$ cat src/rtl/ram_burst_arbiter.sv
// Two-requester burst arbiter for the single-port 256x16 operand RAM.
// Define ARB_FIXED_PRIO_EN to make requester 1 always win simultaneous requests.
module ram_burst_arbiter #(
  parameter int AW = 8,
  parameter int DW = 16,
  parameter int LW = 4
) (
  input  logic          clka,
  input  logic          rsta,
  input  logic          req0,
  input  logic          req1,
  input  logic          wr0,
  input  logic          wr1,
  input  logic [AW-1:0] base0,
  input  logic [AW-1:0] base1,
  input  logic [LW-1:0] len0,
  input  logic [LW-1:0] len1,
  input  logic [DW-1:0] wdata0,
  input  logic [DW-1:0] wdata1,
  output logic          gnt0,
  output logic          gnt1,
  output logic          take0,
  output logic          take1,
  output logic          rvalid0,
  output logic          rvalid1,
  output logic [DW-1:0] rdata,
  output logic          done0,
  output logic          done1,
  output logic [AW-1:0] ram_addr,
  output logic [DW-1:0] ram_din,
  output logic          ram_we,
  input  logic [DW-1:0] ram_dout
);

  typedef enum logic [1:0] {
    IDLE,
    WR,
    RD,
    DONE
  } state_t;

  state_t        state;
  logic          owner;
  logic [LW-1:0] len_q;
  logic [LW-1:0] cnt;
  logic          pick;
  logic          any;
  logic          sel_wr;
  logic [AW-1:0] sel_base;
  logic [LW-1:0] sel_len;
  logic          last;

`ifdef ARB_FIXED_PRIO_EN
  assign pick = req1;
`else
  // prefer names the requester not served most recently
  logic prefer;
  assign pick = (req0 && req1) ? prefer : req1;
`endif

  assign any      = req0 | req1;
  assign sel_wr   = pick ? wr1 : wr0;
  assign sel_base = pick ? base1 : base0;
  assign sel_len  = pick ? len1 : len0;
  assign last     = (cnt == len_q - LW'(1));

  assign take0   = ram_we & gnt0;
  assign take1   = ram_we & gnt1;
  assign ram_din = owner ? wdata1 : wdata0;
  assign rdata   = ram_dout;

  always_ff @(posedge clka) begin
    if (rsta) begin
      state    <= IDLE;
      owner    <= 1'b0;
      len_q    <= '0;
      cnt      <= '0;
      gnt0     <= 1'b0;
      gnt1     <= 1'b0;
      done0    <= 1'b0;
      done1    <= 1'b0;
      rvalid0  <= 1'b0;
      rvalid1  <= 1'b0;
      ram_we   <= 1'b0;
      ram_addr <= '0;
`ifndef ARB_FIXED_PRIO_EN
      prefer   <= 1'b0;
`endif
    end else begin
      // read data returns one cycle after its address cycle
      rvalid0 <= (state == RD) && !owner;
      rvalid1 <= (state == RD) && owner;
      unique case (state)
        IDLE: begin
          if (any) begin
            owner    <= pick;
            gnt0     <= ~pick;
            gnt1     <= pick;
            ram_addr <= sel_base;
            len_q    <= sel_len;
            cnt      <= '0;
            if (sel_len == '0) begin
              state <= DONE;
              done0 <= ~pick;
              done1 <= pick;
            end else if (sel_wr) begin
              state  <= WR;
              ram_we <= 1'b1;
            end else begin
              state <= RD;
            end
          end
        end
        WR, RD: begin
          ram_addr <= ram_addr + AW'(1);
          cnt      <= cnt + LW'(1);
          if (last) begin
            state  <= DONE;
            ram_we <= 1'b0;
            done0  <= ~owner;
            done1  <= owner;
          end
        end
        DONE: begin
          state <= IDLE;
          gnt0  <= 1'b0;
          gnt1  <= 1'b0;
          done0 <= 1'b0;
          done1 <= 1'b0;
`ifndef ARB_FIXED_PRIO_EN
          prefer <= ~owner;
`endif
        end
        default: state <= IDLE;
      endcase
    end
  end

endmodule

$ cat config.mk
export PLATFORM = sky130hd
export DESIGN_NAME = ram_burst_arbiter
export DESIGN_NICKNAME = d
export VERILOG_FILES = /design/src/rtl/ram_burst_arbiter.sv
export SDC_FILE = /design/constraint.sdc
export NUM_CORES = 1
export LEC_CHECK = 0
export CORE_ASPECT_RATIO = 1.4
export CORE_UTILIZATION = 30
export CTS_BUF_LIST = sky130_fd_sc_hd__clkbuf_4 sky130_fd_sc_hd__clkbuf_8
export DETAILED_ROUTE_END_ITERATION = 7
export GPL_TIMING_DRIVEN = 1
export PLACE_DENSITY = 0.68
export SETUP_SLACK_MARGIN = 0.1
export SKIP_CTS_REPAIR_TIMING = 1
export SLEW_MARGIN = 20
export SYNTH_ARGS = -nofsm -noshare
export SYNTH_HDL_FRONTEND = slang
export SYNTH_SLANG_ARGS = --single-unit
$ cat constraint.sdc
create_clock -name clka -period 2.02 [get_ports clka]
set_input_delay 0.404 -clock clka [delete_from_list [all_inputs] [get_ports clka]]
set_output_delay 0.404 -clock clka [all_outputs]
set_load 0.03 [all_outputs]
==> results of run 1 <==
-- flip-flops by register name (all words and copies together) (netlist names) --
register  cells
cnt           4
rvalid0       1
gnt0          1
len_q         4
gnt1          1
done0         1
ram_we        1
owner         1
prefer        1
done1         1
state         2
rvalid1       1
ram_addr      8
-- final cells by class --
class / instances / share of cell area
inverters: 10 / 0.0123
clock inverters: 1 / 0.00164
clock buffers: 3 / 0.0135
well taps: 72 / 0.0295
flip-flops and latches: 27 / 0.177
repair buffers: 122 / 0.366
multi-input cells: 179 / 0.400
-- cell usage after synthesis, types with 2 or more instances --
cell	instances	area (µm²)
buf_4	18	135
nor4_1	2	12.5
a32oi_1	2	17.5
nor2b_1	2	12.5
and2_1	3	18.8
a21oi_1	23	115
o31ai_1	2	15.0
a211oi_1	5	37.5
mux2_2	20	225
o21bai_1	2	15.0
inv_1	9	33.8
nor2_1	23	86.3
nand2_1	18	67.6
o311a_1	2	20.0
dfxtp_1	27	541
buf_2	2	10.0
nand3_1	13	65.1
clkbuf_1	6	22.5
a311oi_1	4	35.0
nor3_1	4	20.0
o21ai_0	21	105
nand2b_1	2	12.5
and3_1	3	18.8
xnor2_1	3	26.3
ha_1	7	87.6
-- placed cells by master, fill, tap and decap left out, drive strengths merged, types with 3 or more instances in the layout --
cell type and instances:
nand3 13, a311oi 4, nor2 23, o21ai 22
a21oi 24, buf 44, clkdlybuf4s50 75, nand2 18
inv 9, xnor2 3, mux2 20, ha 7
and3 3, dlymetal6s2s 3, nor4 3, and2 3
a211oi 5, clkbuf 3, dfxtp 27, nor3 5
-- worst paths after layout --
kind                            start                        to  slack (ps)  depth (start not counted)
max          ram_addr[0]$_SDFFE_PP0P_               ram_addr[0]         170                          1
min reg2reg  ram_addr[7]$_SDFFE_PP0P_  ram_addr[7]$_SDFFE_PP0P_         510                          2
min          ram_addr[7]$_SDFFE_PP0P_  ram_addr[7]$_SDFFE_PP0P_         510                          2
max reg2reg     state[1]$_SDFFE_PP0P_     state[0]$_SDFFE_PP0P_         200                          6
-- cell families (layout without fill, tap and decap cells) --
logic type | count (synthesis) | in the layout | share of synthesized area
AO/OA/AOI/OAI | 70 | 70 | 0.229
XOR/XNOR | 5 | 5 | 0.0300
adder cells (fa/ha/maj) | 7 | 7 | 0.0446
buffers and inverters | 37 | 136 | 0.106
flip-flops | 27 | 27 | 0.275
multiplexers | 20 | 20 | 0.115
AND/OR/NAND/NOR | 77 | 77 | 0.199
-- per-layer routing --
metal	track usage	vias up
met5	0	-
met4	0.0692	0
met3	0.0207	13
met2	0.324	83
met1	0.180	971
li1	-	1062
-- power by group through the flow --
stage,sequential [mW],combinational [mW],clock (mW)
floorplan,1.02,1.29,0
global placement,0.860,2.20,0
detailed placement,0.863,2.23,0
CTS,0.851,2.24,0.327
global route,0.881,2.47,0.359
finish,0.852,2.25,0.315
-- per-stage QoR --
stage,cells,total power [mW],TNS (ps),utilization
6_report,414,3.41,0,0.489
5_1_grt,414,3.71,0,0.489
4_1_cts,414,3.42,0,0.486
3_5_place_dp,410,3.10,-869,0.479
3_3_place_gp,410,3.06,-439,0.479
2_1_floorplan,243,2.30,0,-
==> metrics.cfg, run 1 <==
[power_and_ir_drop]
p_leak_nw = 1.24
internal_power_mw = 1.86
powerDensity_mw_per_mm2 = 1120
clockPowerShare = 0.092
switching_power_mw = 1.55
sequentialPowerShare = 0.250
vdd_drop_max_v = 0.000391
p_comb_frac = 0.658
switching_share = 0.455

[synth]
async_flop_share = 0
syn_inst = 243
syn_avg_cell_area_um2 = 8.08
yosys_warnings = 0
synth-seq-area-share = 0.275
netlist-cell-type-count = 45
synth-main-ff-cell = dfxtp_1
synth-edff-count = 0
synth_fp_nets = 328
syn-cell-area_mm2 = 0.00196
ys_seq_elements = 27

[worst_setup_path]
crit_buf_inv = 1
worst_ep_required_time_ps = 1620
worstSetupPathType = reg -> out
cp.arrival_ps = 1450
crit_slowest_cell = clkdlybuf4s50_1
critPathTopFamily = buffers and inverters
path_cells = clkdlybuf4s50_1
start_kind = flip-flop
cp-end-kind = output pin
crit_fanout = 6
crit_path_max_incr_delay_ps = 710

[timing]
skew_ps = 2.51
fin_crit_ps = 1850
setup_viol = 0
slew_violations = 0
max_slew.worst_pin.slew_ps = 364
final.period_utilization = 0.918
holdWs_ps = 508
maxSlewHeadroom = 0.756
fmaxAchievable_mhz = 539
finalHoldViolCount = 0
fin_ws_ps = 166
rsz0062_at_grt = yes

[route]
wire_per_inst_um = 13.7
wl_met1_um = 2150
met2_length_um = 3040
drt-vias-per-instance = 5.14
drtPass1Iterations = 4
vias = 2129
drc = 0
top_layer = met4
wl_um = 5670
ant_nets = 0
routed-wl-met3_um = 334
drt_iter0_drc = 115

[hold_path]
min_path_type = reg -> reg

[die]
die_y_um = 97.7
initial_core_util = 0.314
core_area_mm2 = 0.00625
dieArea_mm2 = 0.00688
io_pins = 127
fp.dieW_um = 70.4
rows = 34

[clocking]
htreeDepth = 1
clockBufferDepth = 2
clk_pin_slew_ps = 100
cts_made_buffers = 3
cts_root_buf = clkbuf_8
insertion_delay_ps = 280
cts_tree = yes
cts.sinks = 27

[final_layout]
final_nets = 428
multiInputGateArea_mm2 = 0.00122
layout.area.seq_um2 = 542
area_growth_pct = 55.8
antenna_cells = 0
design_area_mm2 = 0.00306
drive_above_1_share = 0.231
fillers = 601

[global_route]
globalRouteOverflowTotal = 0
grt_pass1_wl_um = 9530
grt_pass1_vias = 2210
antenna_found_initial = 0
grt_max_degree = 22
grt_usage = 0.169

[placement]
place_congestion = 0.895
pre_cts_ws_ps = -137
dpl.hpwl_um = 4540
place_area_mm2 = 0.00299
port_buffers = 94

[job]
drv_cap = 0

[status]
status = complete, no violations

No activity file was read; power rests on OpenSTA's default activity.
==> run 2: changes to the inputs <==
- CTS_BUF_LIST: sky130_fd_sc_hd__clkbuf_4 sky130_fd_sc_hd__clkbuf_8 -> sky130_fd_sc_hd__clkbuf_4 sky130_fd_sc_hd__clkbuf_8 sky130_fd_sc_hd__clkbuf_16
==> results of run 2 <==
Final layout, timing and power as in run 1 (identical DEF).
==> run 3: changes to the inputs <==
- TNS_END_PERCENT: default -> 50
==> run 3 against run 2 <==
Against the previous run:
- utilization fell by 0.080 points
- flip-flop and latch count did not move
- sequential power barely moved
- wire length fell by 0.78%
- non-clock buffer count did not move
- total power fell by 0.43%
- final cell count did not move
- clock skew rose by 0.83 ps
- combinational power barely moved
- count of clock-buffer cells in the layout did not move
- register-to-register slack got worse by 20 ps
- critical path type unchanged
- highest routed layer unchanged
==> metrics.cfg, run 3 (synthesis results as in run 1) <==
[status]
status = complete, no violations

[route]
wl_um = 5630
drc = 0
vias = 2130
wire_per_inst_um = 13.6
drt-vias-per-instance = 5.14
ant_nets = 0
drtPass1Iterations = 4
drt_iter0_drc = 138

[timing]
finalHoldViolCount = 0
setup_viol = 0
rsz0062_at_grt = yes
fmaxAchievable_mhz = 540
fin_crit_ps = 1850
max_slew.worst_pin.slew_ps = 369
maxSlewHeadroom = 0.752
tns_ps = 0
final.period_utilization = 0.917
skew_ps = 3.34
slew_violations = 0

[worst_setup_path]
cp.depth = 1
path_cells = clkdlybuf4s50_1
crit_slowest_cell = clkdlybuf4s50_1
crit_fanout = 6
crit_path_end = ram_addr[0]
worstReg2RegEnd = state[0]$_SDFFE_PP0P_
worstSetupPathType = reg -> out
cp.arrival_ps = 1450
crit_buf_inv = 1
r2r_start = state[0]$_SDFFE_PP0P_
cp-startpoint = ram_addr[0]$_SDFFE_PP0P_
cp-end-kind = output pin
critPathTopFamily = buffers and inverters
reg2reg_depth = 6
worst_ep_required_time_ps = 1620
crit_path_max_incr_delay_ps = 710
start_kind = flip-flop
reg2reg_slack_ps = 180

[placement]
place_area_mm2 = 0.00299
dp_cells = 410
dpl.hpwl_um = 4540
place_congestion = 0.895
port_buffers = 94

[final_layout]
fillers = 598
area_growth_pct = 55.5
largest_reg_flops = 8
final_nets = 428
antenna_cells = 0
top_register = ram_addr
layout_commonest_cell = clkdlybuf4s50_1
drive_above_1_share = 0.225
layout.cells.non_filler = 414
design_area_mm2 = 0.00305
most-common-layout-cells = 76 x clkdlybuf4s50_1, 44 x buf_4, 26 x dfxtp_1, 23 x nor2_1, 23 x a21oi_1
largestRegisters = ram_addr (8), cnt (4), len_q (4)

[clocking]
clk_pin_slew_ps = 100
cts_made_buffers = 3
insertion_delay_ps = 270
cts_root_buf = clkbuf_8
cts_tree = yes
cts.sinks = 27
htreeDepth = 1
clockBufferDepth = 2

[global_route]
globalRouteOverflowTotal = 0
grt-busiest-layer = met2
use_met3 = 0.0207
grt_pass1_wl_um = 9530
gr-usage-met2 = 0.324
use_met1 = 0.180
antenna_found_initial = 0
grt_usage = 0.169
grt_max_degree = 22
grt_pass1_vias = 2210

[die]
dieArea_mm2 = 0.00688
core_area_mm2 = 0.00625
die_y_um = 97.7
io_pins = 127
initial_core_util = 0.314
fp.dieW_um = 70.4
rows = 34

[power_and_ir_drop]
p_leak_nw = 1.23
sequentialPowerShare = 0.250
powerDensity_mw_per_mm2 = 1110
switching_share = 0.455
p_total_mw = 3.40
internal_power_mw = 1.85
switching_power_mw = 1.55
vdd_drop_max_v = 0.000373
clockPowerShare = 0.092
p_comb_frac = 0.658

[hold_path]
hold_depth = 2
min_path_type = reg -> reg

[job]
drv_cap = 0

## run 3: power groups by stage
stage	Clock [mW]	Combinational [mW]	Sequential, mW
after floorplan	0	1.29	1.02
after global placement	0	2.20	0.860
after detailed placement	0	2.23	0.863
after CTS	0.327	2.24	0.851
after global routing	0.359	2.46	0.880
final	0.313	2.24	0.850
## run 3: tightest hold or removal path, delay by kind of cell (launching register included)
family	cells	cell delay [ps]
DFF	1	330
AOI/OAI and AO/OA	2	130
## run 3: layer usage
| layer | wire length, µm | vias to the layer above |
|---|---|---|
| li1 | - | 1062 |
| met1 | 2110 | 972 |
| met2 | 3050 | 85 |
| met3 | 342 | 11 |
| met4 | 121 | 0 |
| met5 | 0 | - |
## run 3: how the worst min path moves through the flow
stage	start	endpoint	slack (ps)
2_1_floorplan	cnt[2]$_SDFFE_PP0P_	cnt[2]$_SDFFE_PP0P_	470
3_3_place_gp	ram_addr[7]$_SDFFE_PP0P_	ram_addr[7]$_SDFFE_PP0P_	480
3_5_place_dp	ram_addr[7]$_SDFFE_PP0P_	ram_addr[7]$_SDFFE_PP0P_	490
4_1_cts	ram_addr[7]$_SDFFE_PP0P_	ram_addr[7]$_SDFFE_PP0P_	510
5_1_grt	cnt[1]$_SDFFE_PP0P_	cnt[1]$_SDFFE_PP0P_	550
6_report	ram_addr[7]$_SDFFE_PP0P_	ram_addr[7]$_SDFFE_PP0P_	510
## run 3: layout make-up
type,count,area [µm²],area share
multi-input combinational,179,1220,0.400
timing repair buffer,122,1120,0.366
sequential,27,542,0.177
tap,72,90.1,0.0295
clock buffer,3,41.3,0.0135
inverter,10,37.5,0.0123
clock inverter,1,5.00,0.00164
## run 3: per-stage QoR
step,utilization,worst slack (ps),hold WS [ps]
6_report,0.488,167,508
3_3_place_gp,0.479,-75.1,482
2_1_floorplan,-,306,471
3_5_place_dp,0.479,-137,494
4_1_cts,0.486,117,508
5_1_grt,0.488,61.8,549
